===== src/rtl/ibex_rf_wb_sequencer.sv =====
// Register-file write-port sequencer: LSU writes take priority, EX writes
// queue in a small in-order buffer that is forwarded to both read ports.
module ibex_rf_wb_sequencer #(
  parameter bit          RV32E     = 1'b0,
  parameter int unsigned DataWidth = 32,
  parameter int unsigned FifoDepth = 2
) (
  input  logic                 clk_i,
  input  logic                 rst_i,
  input  logic                 flush_i,
  input  logic                 ex_valid_i,
  output logic                 ex_ready_o,
  input  logic [4:0]           ex_waddr_i,
  input  logic [DataWidth-1:0] ex_wdata_i,
  input  logic                 lsu_valid_i,
  input  logic [4:0]           lsu_waddr_i,
  input  logic [DataWidth-1:0] lsu_wdata_i,
  output logic                 rf_we_o,
  output logic [4:0]           rf_waddr_o,
  output logic [DataWidth-1:0] rf_wdata_o,
  input  logic [4:0]           raddr_a_i,
  input  logic [4:0]           raddr_b_i,
  output logic                 fwd_a_valid_o,
  output logic [DataWidth-1:0] fwd_a_data_o,
  output logic                 fwd_b_valid_o,
  output logic [DataWidth-1:0] fwd_b_data_o,
  output logic                 empty_o
);

  localparam int unsigned PtrW = (FifoDepth > 1) ? $clog2(FifoDepth) : 1;
  localparam int unsigned CntW = $clog2(FifoDepth + 1);

  logic [FifoDepth-1:0] valid_q;
  logic [4:0]           waddr_q [FifoDepth];
  logic [DataWidth-1:0] wdata_q [FifoDepth];
  logic [PtrW-1:0]      head_q;
  logic [PtrW-1:0]      tail_q;
  logic [CntW-1:0]      count_q;

  logic full;
  logic ex_drop;
  logic ex_accept;
  logic push;
  logic lsu_we;
  logic pop;
  logic head_valid;

  assign full       = (count_q == CntW'(FifoDepth));
  assign ex_drop    = (ex_waddr_i == 5'd0) || (RV32E && ex_waddr_i[4]);
  assign ex_accept  = ex_valid_i && ex_ready_o;
  assign push       = ex_accept && !ex_drop && !flush_i;
  assign lsu_we     = lsu_valid_i && (lsu_waddr_i != 5'd0);
  assign pop        = !lsu_we && (count_q != '0);
  assign head_valid = valid_q[head_q];

  assign ex_ready_o = !rst_i && !full;
  assign empty_o    = rst_i || (count_q == '0);

  always_comb begin
    rf_we_o    = 1'b0;
    rf_waddr_o = '0;
    rf_wdata_o = '0;
    if (!rst_i) begin
      if (lsu_we) begin
        rf_we_o    = 1'b1;
        rf_waddr_o = lsu_waddr_i;
        rf_wdata_o = lsu_wdata_i;
      end else if (pop && head_valid) begin
        rf_we_o    = 1'b1;
        rf_waddr_o = waddr_q[head_q];
        rf_wdata_o = wdata_q[head_q];
      end
    end
  end

  // Walk oldest to youngest so the last match seen is the youngest.
  always_comb begin
    logic [PtrW-1:0] idx;
    idx           = '0;
    fwd_a_valid_o = 1'b0;
    fwd_a_data_o  = '0;
    fwd_b_valid_o = 1'b0;
    fwd_b_data_o  = '0;
    if (!rst_i) begin
      for (int i = 0; i < FifoDepth; i++) begin
        idx = head_q + PtrW'(i);
        if ((CntW'(i) < count_q) && valid_q[idx]) begin
          if ((waddr_q[idx] == raddr_a_i) && (raddr_a_i != 5'd0)) begin
            fwd_a_valid_o = 1'b1;
            fwd_a_data_o  = wdata_q[idx];
          end
          if ((waddr_q[idx] == raddr_b_i) && (raddr_b_i != 5'd0)) begin
            fwd_b_valid_o = 1'b1;
            fwd_b_data_o  = wdata_q[idx];
          end
        end
      end
    end
  end

  always_ff @(posedge clk_i or posedge rst_i) begin
    if (rst_i) begin
      valid_q <= '0;
      head_q  <= '0;
      tail_q  <= '0;
      count_q <= '0;
    end else if (flush_i) begin
      valid_q <= '0;
      head_q  <= '0;
      tail_q  <= '0;
      count_q <= '0;
    end else begin
      // An LSU write is younger than anything buffered: squash older matches.
      for (int i = 0; i < FifoDepth; i++) begin
        if (lsu_we && (waddr_q[i] == lsu_waddr_i)) begin
          valid_q[i] <= 1'b0;
        end
      end
      if (pop) begin
        valid_q[head_q] <= 1'b0;
        head_q          <= head_q + PtrW'(1);
      end
      if (push) begin
        valid_q[tail_q] <= 1'b1;
        tail_q          <= tail_q + PtrW'(1);
      end
      count_q <= count_q + CntW'(push) - CntW'(pop);
    end
  end

  always_ff @(posedge clk_i) begin
    if (!rst_i && push) begin
      waddr_q[tail_q] <= ex_waddr_i;
      wdata_q[tail_q] <= ex_wdata_i;
    end
  end

endmodule


===== config.mk =====
export PLATFORM = sky130hd
export DESIGN_NAME = ibex_rf_wb_sequencer
export DESIGN_NICKNAME = d
export VERILOG_FILES = /design/src/rtl/ibex_rf_wb_sequencer.sv
export SDC_FILE = /design/constraint.sdc
export NUM_CORES = 1
export LEC_CHECK = 0
export ABC_CLOCK_PERIOD_IN_PS = 3300
export BUFFER_PORTS_ARGS = -buffer_cell sky130_fd_sc_hd__buf_2
export CORE_UTILIZATION = 55
export CTS_BUF_LIST = sky130_fd_sc_hd__clkbuf_8
export DETAILED_ROUTE_END_ITERATION = 8
export PLACE_DENSITY_LB_ADDON = 0.1
export RECOVER_POWER = 50
export REMOVE_ABC_BUFFERS = 1
export SETUP_SLACK_MARGIN = 0.3
export SKIP_CTS_REPAIR_TIMING = 1
export SYNTH_ARGS = -nofsm -noshare
export SYNTH_HDL_FRONTEND = slang
export SYNTH_SLANG_ARGS = --single-unit

===== constraint.sdc =====
create_clock -name clk_i -period 3.3 [get_ports clk_i]
set_input_delay 0.33 -clock clk_i [delete_from_list [all_inputs] [get_ports clk_i]]
set_output_delay 0.33 -clock clk_i [all_outputs]
set_load 0.03 [all_outputs]

==> key figures <==
Floorplan
  – Die ar.: 13,800 µm²
  – Site row count: 41
  – Starting Density: 57.1%
  – # IOs: between 150 and 200
  – Core area: 12,800 µm²
  – Die Ht: 117 µm
  – Die X: 117 µm

STA
  – Layout Skew: 0.00854 ns
  – Final hold vios: 0
  – Slew headroom: 20.0%
  – Crit path time final: ~3.3 ns
  – Final worst-path cycle share: 99.6%
  – RSZ-0062 raised after global routing: yes
  – Worst Tran Pin Value: ~1.2 ns
  – Pins Over Slew Limit: 0
  – FMAX: 0.304 GHz
  – Setup Viol. Count Final: 0
  – Worst setup margin: 0.0130 ns

Synthesis
  – Commonest cells post-synth: 125 x nand2_1, 89 x clkbuf_1, 74 x edfxtp_1
  – Post-synthesis sequential area ratio: about 32%
  – Synth cell types: 48
  – Asr flop ratio synth: 7.50%
  – Mapped Cells: 863
  – Cell taking the most area after synthesis: edfxtp_1
  – Synth area leaders: edfxtp_1 30%, o2111ai_1 7.3%, a221oi_2 6.6%
  – Post-synthesis cell area: 7320 µm²
  – Area share of the largest cell type after synthesis: 30.3%
  – Ys flop type: edfxtp_1
  – EDFF count, synth: 74
  – Syn avg cell area: 8.48 µm²
  – Seq cells post-synth: 80
  – Most frequent cell after synthesis: nand2_1
  – Synth warn: 0

Global route
  – Largest net degree at the start of global routing: between 60 and 70
  – Number of antenna violations at the first check in global routing: 0
  – Number of global-route vias before repair: 7,805
  – GRT overflow: 0
  – All-Layer GR Usage: 34.6%
  – First-pass GRT wire length: 38.8 mm

Clock network
  – Worst-path clk slew: around 0.09 ns
  – Inserted Clock Buffers: 9
  – Root buffer cell: clkbuf_8
  – Clk_lat worst skew: 0.37 ns
  – Clock Sink Count: 80
  – CTS tree: yes
  – Bufs on Longest Clock Path: 2
  – H-tree depth: 3

Power
  – Pwr Density: 448 nW/µm²
  – Sw frac: 46.4%
  – Gate power share: 54.4%
  – Power, Total: between 4 and 5 mW
  – Internal: 2.30 mW
  – LEAKAGE: approximately 3.2 nW
  – Maximum vdd drop: 0.270 mV
  – Reg power frac: between 20% and 30%
  – Clk pwr share: 16.5%
  – Net Switching: 1.99 mW

Critical path
  – R2R cell count: 6
  – Kind of critical path: flop to output port
  – Crit end category: output port
  – CP startpoint kind: flop
  – Worst Path Arrival: 2.96 ns
  – Crit path max fanout: 21
  – Flop-to-flop setup slack: 0.80 ns
  – WP data required: 2.97 ns

Drt
  – # DRC: 0
  – TritonRoute pass-1 iters: 7
  – Final ANT Viol Nets: 0
  – Drt wl/cell: 24.3 µm
  – 1st-iter DRT viols: approximately 1,500
  – Total length of routed wires: 29.4 mm
  – Via-to-Cell Ratio: approximately 7.5
  – Vias post-DR: 9,053

Flow run
  – Max Cap Violations: 0

Status
  – Status: completed

Placed design
  – Final GP Congestion: a little under 0.9
  – DP Worst Slack: 0.367 ns
  – PortBufs: between 150 and 200
  – Post-detail-place hpwl: about 16 mm

Cells and area
  – Fin util: 74.6%
  – Layout Area Growth over Synthesis: 30.6%
  – Layout net count: ~1,100
  – Layout cells sized above 1: 31.6%
  – N_diodes: 0

Worst hold path
  – Worst Hold Path Cells: 1
  – Hold Path Class: input port to flop
-- metal layers --
metal	vias up	track usage [%]	part of all wire, %
met5	-	0	0
met4	0	19.5	6.3
met1	4190	42.6	35
li1	3780	-	-
met2	865	57.2	45
met3	218	6.08	14
-- flip-flops by register name, indices dropped and copies added, names as in the netlist --
signal,cells
head_q,1
count_q,2
valid_q,2
tail_q,1
wdata_q,64
waddr_q,10
-- cells by family after synthesis --
kind of cell	Yosys count	synth area share (%)
AO/OA/AOI/OAI	341	37.2
adder cells (fa/ha/maj)	2	0.342
flip-flops	80	32.4
buffers and inverters	121	7.21
XOR/XNOR	33	3.95
multiplexers	15	2.39
AND/OR/NAND/NOR	271	16.5
-- cells in the final DEF (no fill, tap or decap), types with 16 or more instances in the layout --
cell type,netlist,routed
buf_2,17,123
nand2_1,125,122
edfxtp_1,74,74
nor3_1,70,70
a21oi_1,68,65
buf_4,4,62
o2111ai_1,61,61
a31oi_1,59,53
nor2_1,48,45
a221oi_2,32,32
a211o_1,30,30
a211oi_1,32,30
clkbuf_1,89,29
o221ai_1,30,27
buf_6,5,19
xor2_1,16,16
-- final timing paths --
kind                                start               end
max                                head_q  fwd_a_data_o[22]
min                        ex_wdata_i[19]    wdata_q[0][19]
max reg2reg                    count_q[1]    wdata_q[0][12]
min reg2reg                        tail_q        valid_q[0]
max in group asynchronous           rst_i            head_q
min in group asynchronous           rst_i            head_q
-- cell type report --
cell class              instances  area [µm²]
multi-input cells             662        4700
fillers                       895        3260
inverters                       6        22.5
clock buffers                   9         124
clock inverters                 7        53.8
well taps                     172         215
flip-flops and latches         80        2380
repair buffers                270        2070
-- stage by stage --
| step | hold slack (ns) | area [µm²] | instances | setup TNS (ns) |
|---|---|---|---|---|
| 2_1_floorplan | 0.137 | 6820 | 748 | -244.34 |
| 3_3_place_gp | 0.363 | 8450 | 1155 | 0 |
| 3_5_place_dp | 0.369 | 8450 | 1155 | 0 |
| 4_1_cts | -0.0247 | 8630 | 1171 | -0.0526 |
| 5_1_grt | 0.142 | 9560 | 1206 | -0.0988 |
| 6_report | 0.149 | 9560 | 1206 | 0 |
-- critical path: stages (launching register included) --
cell and delay (ns):
dfrtp_4 0.56, buf_8 0.18, buf_6 0.12, mux2i_1 0.12
a211oi_2 0.30, and2_4 0.28, buf_12 0.17, o2111ai_1 0.15
a221oi_2 0.46, buf_4 0.24
-- power groups by stage --
stage	sequential [mW]	clock [mW]	combinational, mW
after detailed placement	1.28	0	1.92
after CTS	1.25	0.706	1.92
after global routing	1.25	0.743	2.43
after global placement	1.27	0	1.85
final	1.25	0.707	2.33
after floorplan	1.32	0	1.24
No activity file was read; power rests on OpenSTA's default activity.
